[src/rtl/carry_skip_pkg.sv]
`default_nettype none
// ============================================================================
// Module   : carry_skip_pkg
// Brief    : Shared slice width and sequencer state encoding for the
//            carry-skip wide-operand adder.
// Revision : 1.0 - initial release
// ============================================================================
package carry_skip_pkg;

    localparam int SLICE_W = 16;

    typedef enum logic [1:0] {
        IDLE = 2'd0,
        RUN  = 2'd1,
        DONE = 2'd2
    } seq_state_t;

endpackage
`default_nettype wire

[src/rtl/carry_skip_16bit.sv]
`default_nettype none
// ============================================================================
// Module   : carry_skip_16bit
// Brief    : Combinational 16-bit carry-skip adder, four 4-bit ripple blocks
//            with a block-propagate bypass on each block's carry-out.
// Revision : 1.0 - initial release
// ============================================================================
module carry_skip_16bit
    import carry_skip_pkg::*;
(
    input  logic [SLICE_W-1:0] a,
    input  logic [SLICE_W-1:0] b,
    input  logic               cin,
    output logic [SLICE_W-1:0] sum,
    output logic               cout
);

    localparam int C_BLK_W = 4;
    localparam int C_N_BLK = SLICE_W / C_BLK_W;

    logic w_c;
    logic w_c_blk_in;
    logic w_p_blk;
    logic w_p;
    int   w_i;

    always_comb begin
        sum        = '0;
        w_c        = cin;
        w_c_blk_in = cin;
        w_p_blk    = 1'b1;
        w_p        = 1'b0;
        w_i        = 0;
        for (int blk = 0; blk < C_N_BLK; blk++) begin
            w_c_blk_in = w_c;
            w_p_blk    = 1'b1;
            for (int k = 0; k < C_BLK_W; k++) begin
                w_i      = blk * C_BLK_W + k;
                w_p      = a[w_i] ^ b[w_i];
                sum[w_i] = w_p ^ w_c;
                w_p_blk  = w_p_blk & w_p;
                w_c      = (a[w_i] & b[w_i]) | (w_p & w_c);
            end
            // A fully-propagating block passes its incoming carry straight on
            if (w_p_blk) begin
                w_c = w_c_blk_in;
            end
        end
        cout = w_c;
    end

endmodule
`default_nettype wire

[src/rtl/carry_skip_seq_adder.sv]
`default_nettype none
// ============================================================================
// Module   : carry_skip_seq_adder
// Brief    : Multi-cycle WORDS*16-bit adder reusing one 16-bit carry-skip
//            slice per cycle, LS slice first. Optional subtract: CSA_SUB_EN.
// Revision : 1.0 - initial release
// ============================================================================
module carry_skip_seq_adder
    import carry_skip_pkg::*;
#(
    parameter int WORDS = 4
) (
    input  logic                       clk,
    input  logic                       rst_n,
    input  logic                       in_valid,
    output logic                       in_ready,
    input  logic [WORDS*SLICE_W-1:0]   a,
    input  logic [WORDS*SLICE_W-1:0]   b,
    input  logic                       cin,
`ifdef CSA_SUB_EN
    input  logic                       sub,
`endif
    output logic                       out_valid,
    input  logic                       out_ready,
    output logic [WORDS*SLICE_W-1:0]   sum,
    output logic                       cout,
    output logic                       busy
);

    localparam int W     = WORDS * SLICE_W;
    localparam int IDX_W = (WORDS > 1) ? $clog2(WORDS) : 1;
    localparam logic [IDX_W-1:0] C_LAST_IDX = IDX_W'(WORDS - 1);

    seq_state_t       state_q, state_d;
    logic [IDX_W-1:0] idx_q, idx_d;
    logic             carry_q, carry_d;
    logic [W-1:0]     a_q, a_d;
    logic [W-1:0]     b_q, b_d;
    logic [W-1:0]     sum_q, sum_d;
    logic             cout_q, cout_d;
    logic             out_valid_q, out_valid_d;
    logic             sub_q, sub_d;

    logic [SLICE_W-1:0] w_slice_a;
    logic [SLICE_W-1:0] w_slice_b;
    logic [SLICE_W-1:0] w_slice_sum;
    logic               w_slice_cout;
    logic               w_sub_in;

`ifdef CSA_SUB_EN
    assign w_sub_in = sub;
`else
    assign w_sub_in = 1'b0;
`endif

    assign w_slice_a = a_q[int'(idx_q)*SLICE_W +: SLICE_W];
    assign w_slice_b = sub_q ? ~b_q[int'(idx_q)*SLICE_W +: SLICE_W]
                             :  b_q[int'(idx_q)*SLICE_W +: SLICE_W];

    carry_skip_16bit u_slice (
        .a    (w_slice_a),
        .b    (w_slice_b),
        .cin  (carry_q),
        .sum  (w_slice_sum),
        .cout (w_slice_cout)
    );

    always_comb begin
        state_d     = state_q;
        idx_d       = idx_q;
        carry_d     = carry_q;
        a_d         = a_q;
        b_d         = b_q;
        sum_d       = sum_q;
        cout_d      = cout_q;
        out_valid_d = out_valid_q;
        sub_d       = sub_q;
        case (state_q)
            IDLE: begin
                if (in_valid) begin
                    a_d     = a;
                    b_d     = b;
                    sub_d   = w_sub_in;
                    // Two's-complement subtract: inverted B plus a forced carry-in
                    carry_d = w_sub_in ? 1'b1 : cin;
                    idx_d   = '0;
                    state_d = RUN;
                end
            end
            RUN: begin
                sum_d[int'(idx_q)*SLICE_W +: SLICE_W] = w_slice_sum;
                carry_d = w_slice_cout;
                if (idx_q == C_LAST_IDX) begin
                    cout_d      = w_slice_cout;
                    out_valid_d = 1'b1;
                    state_d     = DONE;
                end else begin
                    idx_d = idx_q + 1'b1;
                end
            end
            DONE: begin
                if (out_ready) begin
                    out_valid_d = 1'b0;
                    state_d     = IDLE;
                end
            end
            default: begin
                state_d = IDLE;
            end
        endcase
    end

    always_ff @(posedge clk) begin
        if (!rst_n) begin
            state_q     <= IDLE;
            idx_q       <= '0;
            carry_q     <= 1'b0;
            a_q         <= '0;
            b_q         <= '0;
            sum_q       <= '0;
            cout_q      <= 1'b0;
            out_valid_q <= 1'b0;
            sub_q       <= 1'b0;
        end else begin
            state_q     <= state_d;
            idx_q       <= idx_d;
            carry_q     <= carry_d;
            a_q         <= a_d;
            b_q         <= b_d;
            sum_q       <= sum_d;
            cout_q      <= cout_d;
            out_valid_q <= out_valid_d;
            sub_q       <= sub_d;
        end
    end

    assign in_ready  = rst_n && (state_q == IDLE);
    assign busy      = (state_q != IDLE);
    assign out_valid = out_valid_q;
    assign sum       = sum_q;
    assign cout      = cout_q;

endmodule
`default_nettype wire

[config.mk]
export PLATFORM = sky130hd
export DESIGN_NAME = carry_skip_seq_adder
export DESIGN_NICKNAME = d
export VERILOG_FILES = /design/src/rtl/carry_skip_pkg.sv /design/src/rtl/carry_skip_16bit.sv /design/src/rtl/carry_skip_seq_adder.sv
export SDC_FILE = /design/constraint.sdc
export NUM_CORES = 1
export LEC_CHECK = 0
export ABC_AREA = 0
export CORE_ASPECT_RATIO = 0.6
export CORE_MARGIN = 4
export CORE_UTILIZATION = 40
export CTS_BUF_LIST = sky130_fd_sc_hd__clkbuf_16
export CTS_CLUSTER_SIZE = 28
export DETAILED_ROUTE_END_ITERATION = 10
export DONT_BUFFER_PORTS = 1
export HOLD_SLACK_MARGIN = 0.1
export SYNTH_ARGS = -nofsm -noshare
export SYNTH_HDL_FRONTEND = slang
export SYNTH_SLANG_ARGS = --single-unit
[constraint.sdc]
create_clock -name clk -period 9.1 [get_ports clk]
set_input_delay 1.82 -clock clk [delete_from_list [all_inputs] [get_ports clk]]
set_output_delay 1.82 -clock clk [all_outputs]
set_load 0.01 [all_outputs]
==> summary.md <==
* **Critical Path Slowest Stage Cell** dfxtp_2
* **post-synthesis async set-or-reset flop share** 0
* **floorplan die width** 201.1 um
* **standard-cell rows** 42
* **count of input and output buffers** 0
* **type of the tightest min-delay check** reg -> reg
* **number of detailed-route iterations in the first pass** 5
* **via-per-instance ratio** 5.211
* **transition time of the tightest slew-check pin** 0.9607 ns
* **number of antenna violations at the first check in global routing** 0
* **kind of launch point of the worst setup path** flip-flop
* **worst reg2reg startpoint** idx_q[1]
* **RR Endpoint** sum[47]
* **grt total ovfl** 0
* **quantity of hold-fixing buffers added after cts** 0
* **Power Dens Cells** 195.4 nW/um2
* **post-CTS repair timing setup buffer count** 0
* **Synth area leader** dfxtp_1
* **portion of netlist area occupied by mux cells** 0.08277
* **post-synthesis cell count** 1000
* **reg2reg setup slack** 0.91 ns
* **PostCTS Resize Cnt** 0
* **total detailed-routing wirelength** 24860 um
* **Worst Min Path Start** a_q[54]
* **buffers from clock root to sink, at most** 2
* **height of the chip** 123.9 um
* **pin count of the biggest net entering global routing** 201
* **DIE AREA** 24910 um2
* **flip-flop and latch count after synthesis** 199
* **critical setup path kind** reg -> reg
* **most numerous cell types in the synthesized netlist** nand2_1, dfxtp_1, a21boi_0, and2_1, o21ai_0
* **data required time of the worst path** 9.43 ns
* **via count of the first global-routing pass** 6131
* **CTS Root Buffer Type** clkbuf_16
* **post-route DRC violation count** 0
* **remaining antenna violation count after routing** 0
* **fraction of the mapped netlist area in adder cells** 0.06655
* **final count of pins violating max slew** 0
* **Worst IR Drop VDD** 0.1177 mV
* **Initial DRC Count** 445
* **Post-synth top flop** dfxtp_1
* **average wire per cell in the routed design** 19.80 um
* **Initial Util** 0.4064
* **first-pass GRT wire length** 37200 um
* **Slew headroom** 0.3596
* **max-capacitance violation count** 0
* **Final setup violation count** 0
* **top cells by area, synth** dfxtp_1, nand2_1, a21boi_0
* **stage delay of the slowest cell on the critical path** 0.51 ns
* **end point of the most critical hold path** a_q[54]
* **clock sink total** 199
* **hold violation count in the final report** 0
* **Critical Path AT** 8.51 ns
* **leakage power of the design** 0.003494 uW
* **number of inserted diodes** 0
* **TritonCTS Buffers** 17
* **cell count of the worst hold path** 2
* **simple-gate share of the synthesized area** 0.2036
* **setup TNS after final layout** 0 ns
* **number of library cell types mapped by synthesis** 35
* **count of synthesis-stage warnings from yosys** 0
* **via count** 6545
* **Post-Syn Area per Cell** 8.949 um2
* **Layout fillers** 2149
* **maximum clock frequency** 122.2 MHz
* **HPWL reported at the end of detailed placement** 18020 um
* **type of destination of the critical path** flip-flop
* **Post-Synthesis Net Count** 1171
* **crit-path most repeated cell** fa_1
* **mapped cell area** 8949 um2
* **number of top-level pins** 201
* **total global-route track usage** 0.1965
* **clock slew seen by the registers of the worst setup and hold paths** 0.07 ns
* **CTS H-tree lvls** 4
* **Area Overhead vs Synth** 7.900%
* **number of enable flip-flop cells after synthesis** 0
* **Synth Area in Compound Gates** 0.1535
* **last weighted congestion value of the routability-driven placer** 0.7826
* **core box area** 22020 um2
* **clock latency on the worst-skew pair** 0.44 ns
* **result of the run** completed
* **core utilization of the finished layout** 0.4385
* **worst hold-check slack** 0.4618 ns
* **main combinational cell family by area after synthesis** simple AND/OR/NAND/NOR gates
* **logic depth of the worst register-to-register path** 27
* **worst clock skew** 0.008642 ns
* **period utilisation layout** 0.8995
* **post-synthesis share of cell area spent on xor and xnor gates** 0
* **top cell type's share of synthesized area** 0.4452
* **Final Critical Period** 8.185 ns
* **fraction of final layout cells with drive strength greater than 1** 0.07629
* **RSZ-0062 raised after global routing** false
* **most repeated cell in the gate-level netlist after synthesis** nand2_1
* **Nets** 1128
* **CTS tree** built
* **sequential area share after synthesis** 0.4452
* **highest fanout seen on the critical path** 12
==> state kept, by name, indices dropped and copies added, names as in the netlist <==
| signal | flops |
|---|---|
| idx_q | 2 |
| out_valid | 1 |
| a_q | 64 |
| sum | 64 |
| cout | 1 |
| b_q | 64 |
| state_q | 2 |
| carry_q | 1 |
==> per-layer routing <==
metal / global-route usage / up-vias / part of all wire
met1: 0.2928 / 3168 / 0.51
met2: 0.2849 / 174 / 0.42
li1: - / 3185 / -
met4: 0.04768 / 0 / 0.0086
met3: 0.05100 / 18 / 0.070
met5: 0 / - / 0
==> layout by cell type, fill, tap and decap left out, types with 3 or more instances in the layout <==
master / synthesis / layout
mux4_2: 32 / 32
o21ai_1: 10 / 10
nand4_1: 5 / 5
nor2_1: 12 / 12
nand2_1: 318 / 317
clkbuf_16: 0 / 17
a21oi_1: 3 / 3
and2_1: 59 / 58
nor3_1: 3 / 3
inv_1: 37 / 38
fa_1: 16 / 16
buf_4: 1 / 6
o21ai_0: 50 / 50
dfxtp_1: 199 / 197
nand2_4: 2 / 3
clkinv_1: 0 / 4
a21boi_0: 128 / 128
nor2b_1: 11 / 11
bufinv_16: 0 / 3
ha_1: 22 / 22
a22oi_1: 9 / 9
==> critical path: cells and delay by family, from the launching register on <==
kind / cells / cell delay (ns)
AOI/OAI and AO/OA: 2 / 0.44
muxes: 2 / 0.45
and+or+nand+nor: 4 / 0.32
DFF: 1 / 0.51
buffers and inverters: 3 / 0.19
adders and majority gates: 16 / 6.15
==> final cells by class <==
type,instances,area [um2],area share
well taps,286,357.8,0.03706
flip-flops and latches,199,3986,0.4129
clock buffers,17,425.4,0.04406
repair buffers,6,45.04,0.004665
inverters,37,138.9,0.01438
multi-input cells,696,4542,0.4704
clock inverters,15,160.2,0.01659
==> worst max-delay path by stage <==
stage | cells past startpoint | endpoint | startpoint
floorplan | 29 | sum[15] | idx_q[1]
global placement | 27 | sum[15] | idx_q[1]
detailed placement | 27 | sum[47] | idx_q[1]
CTS | 27 | sum[47] | idx_q[1]
global route | 27 | sum[63] | idx_q[1]
finish | 27 | sum[47] | idx_q[1]
==> through the flow <==
stage | worst slack [ns] | power [uW] | instance area, um2 | instances
6_report | 0.9145 | 1887 | 9656 | 1256
5_1_grt | 0.5517 | 1960 | 9656 | 1256
4_1_cts | 0.8994 | 1907 | 9656 | 1256
3_5_place_dp | 0.9193 | 1140 | 9070 | 1224
3_3_place_gp | 1.080 | 1137 | 9070 | 1224
2_1_floorplan | 0.9467 | 1087 | 8949 | 1000
==> power breakdown <==
part           switching, uW  internal (uW)
Clock                    342            429
Combinational            114           71.4
Sequential              24.7            907
==> logic make-up (layout without fill, tap and decap cells) <==
logic type,Yosys count,count (layout)
adder cells (fa/ha/maj),38,38
buffers and inverters,105,75
flip-flops,199,199
AND/OR/NAND/NOR,420,420
multiplexers,34,34
AO/OA/AOI/OAI,204,204
Power figures use the tool's default switching activity.
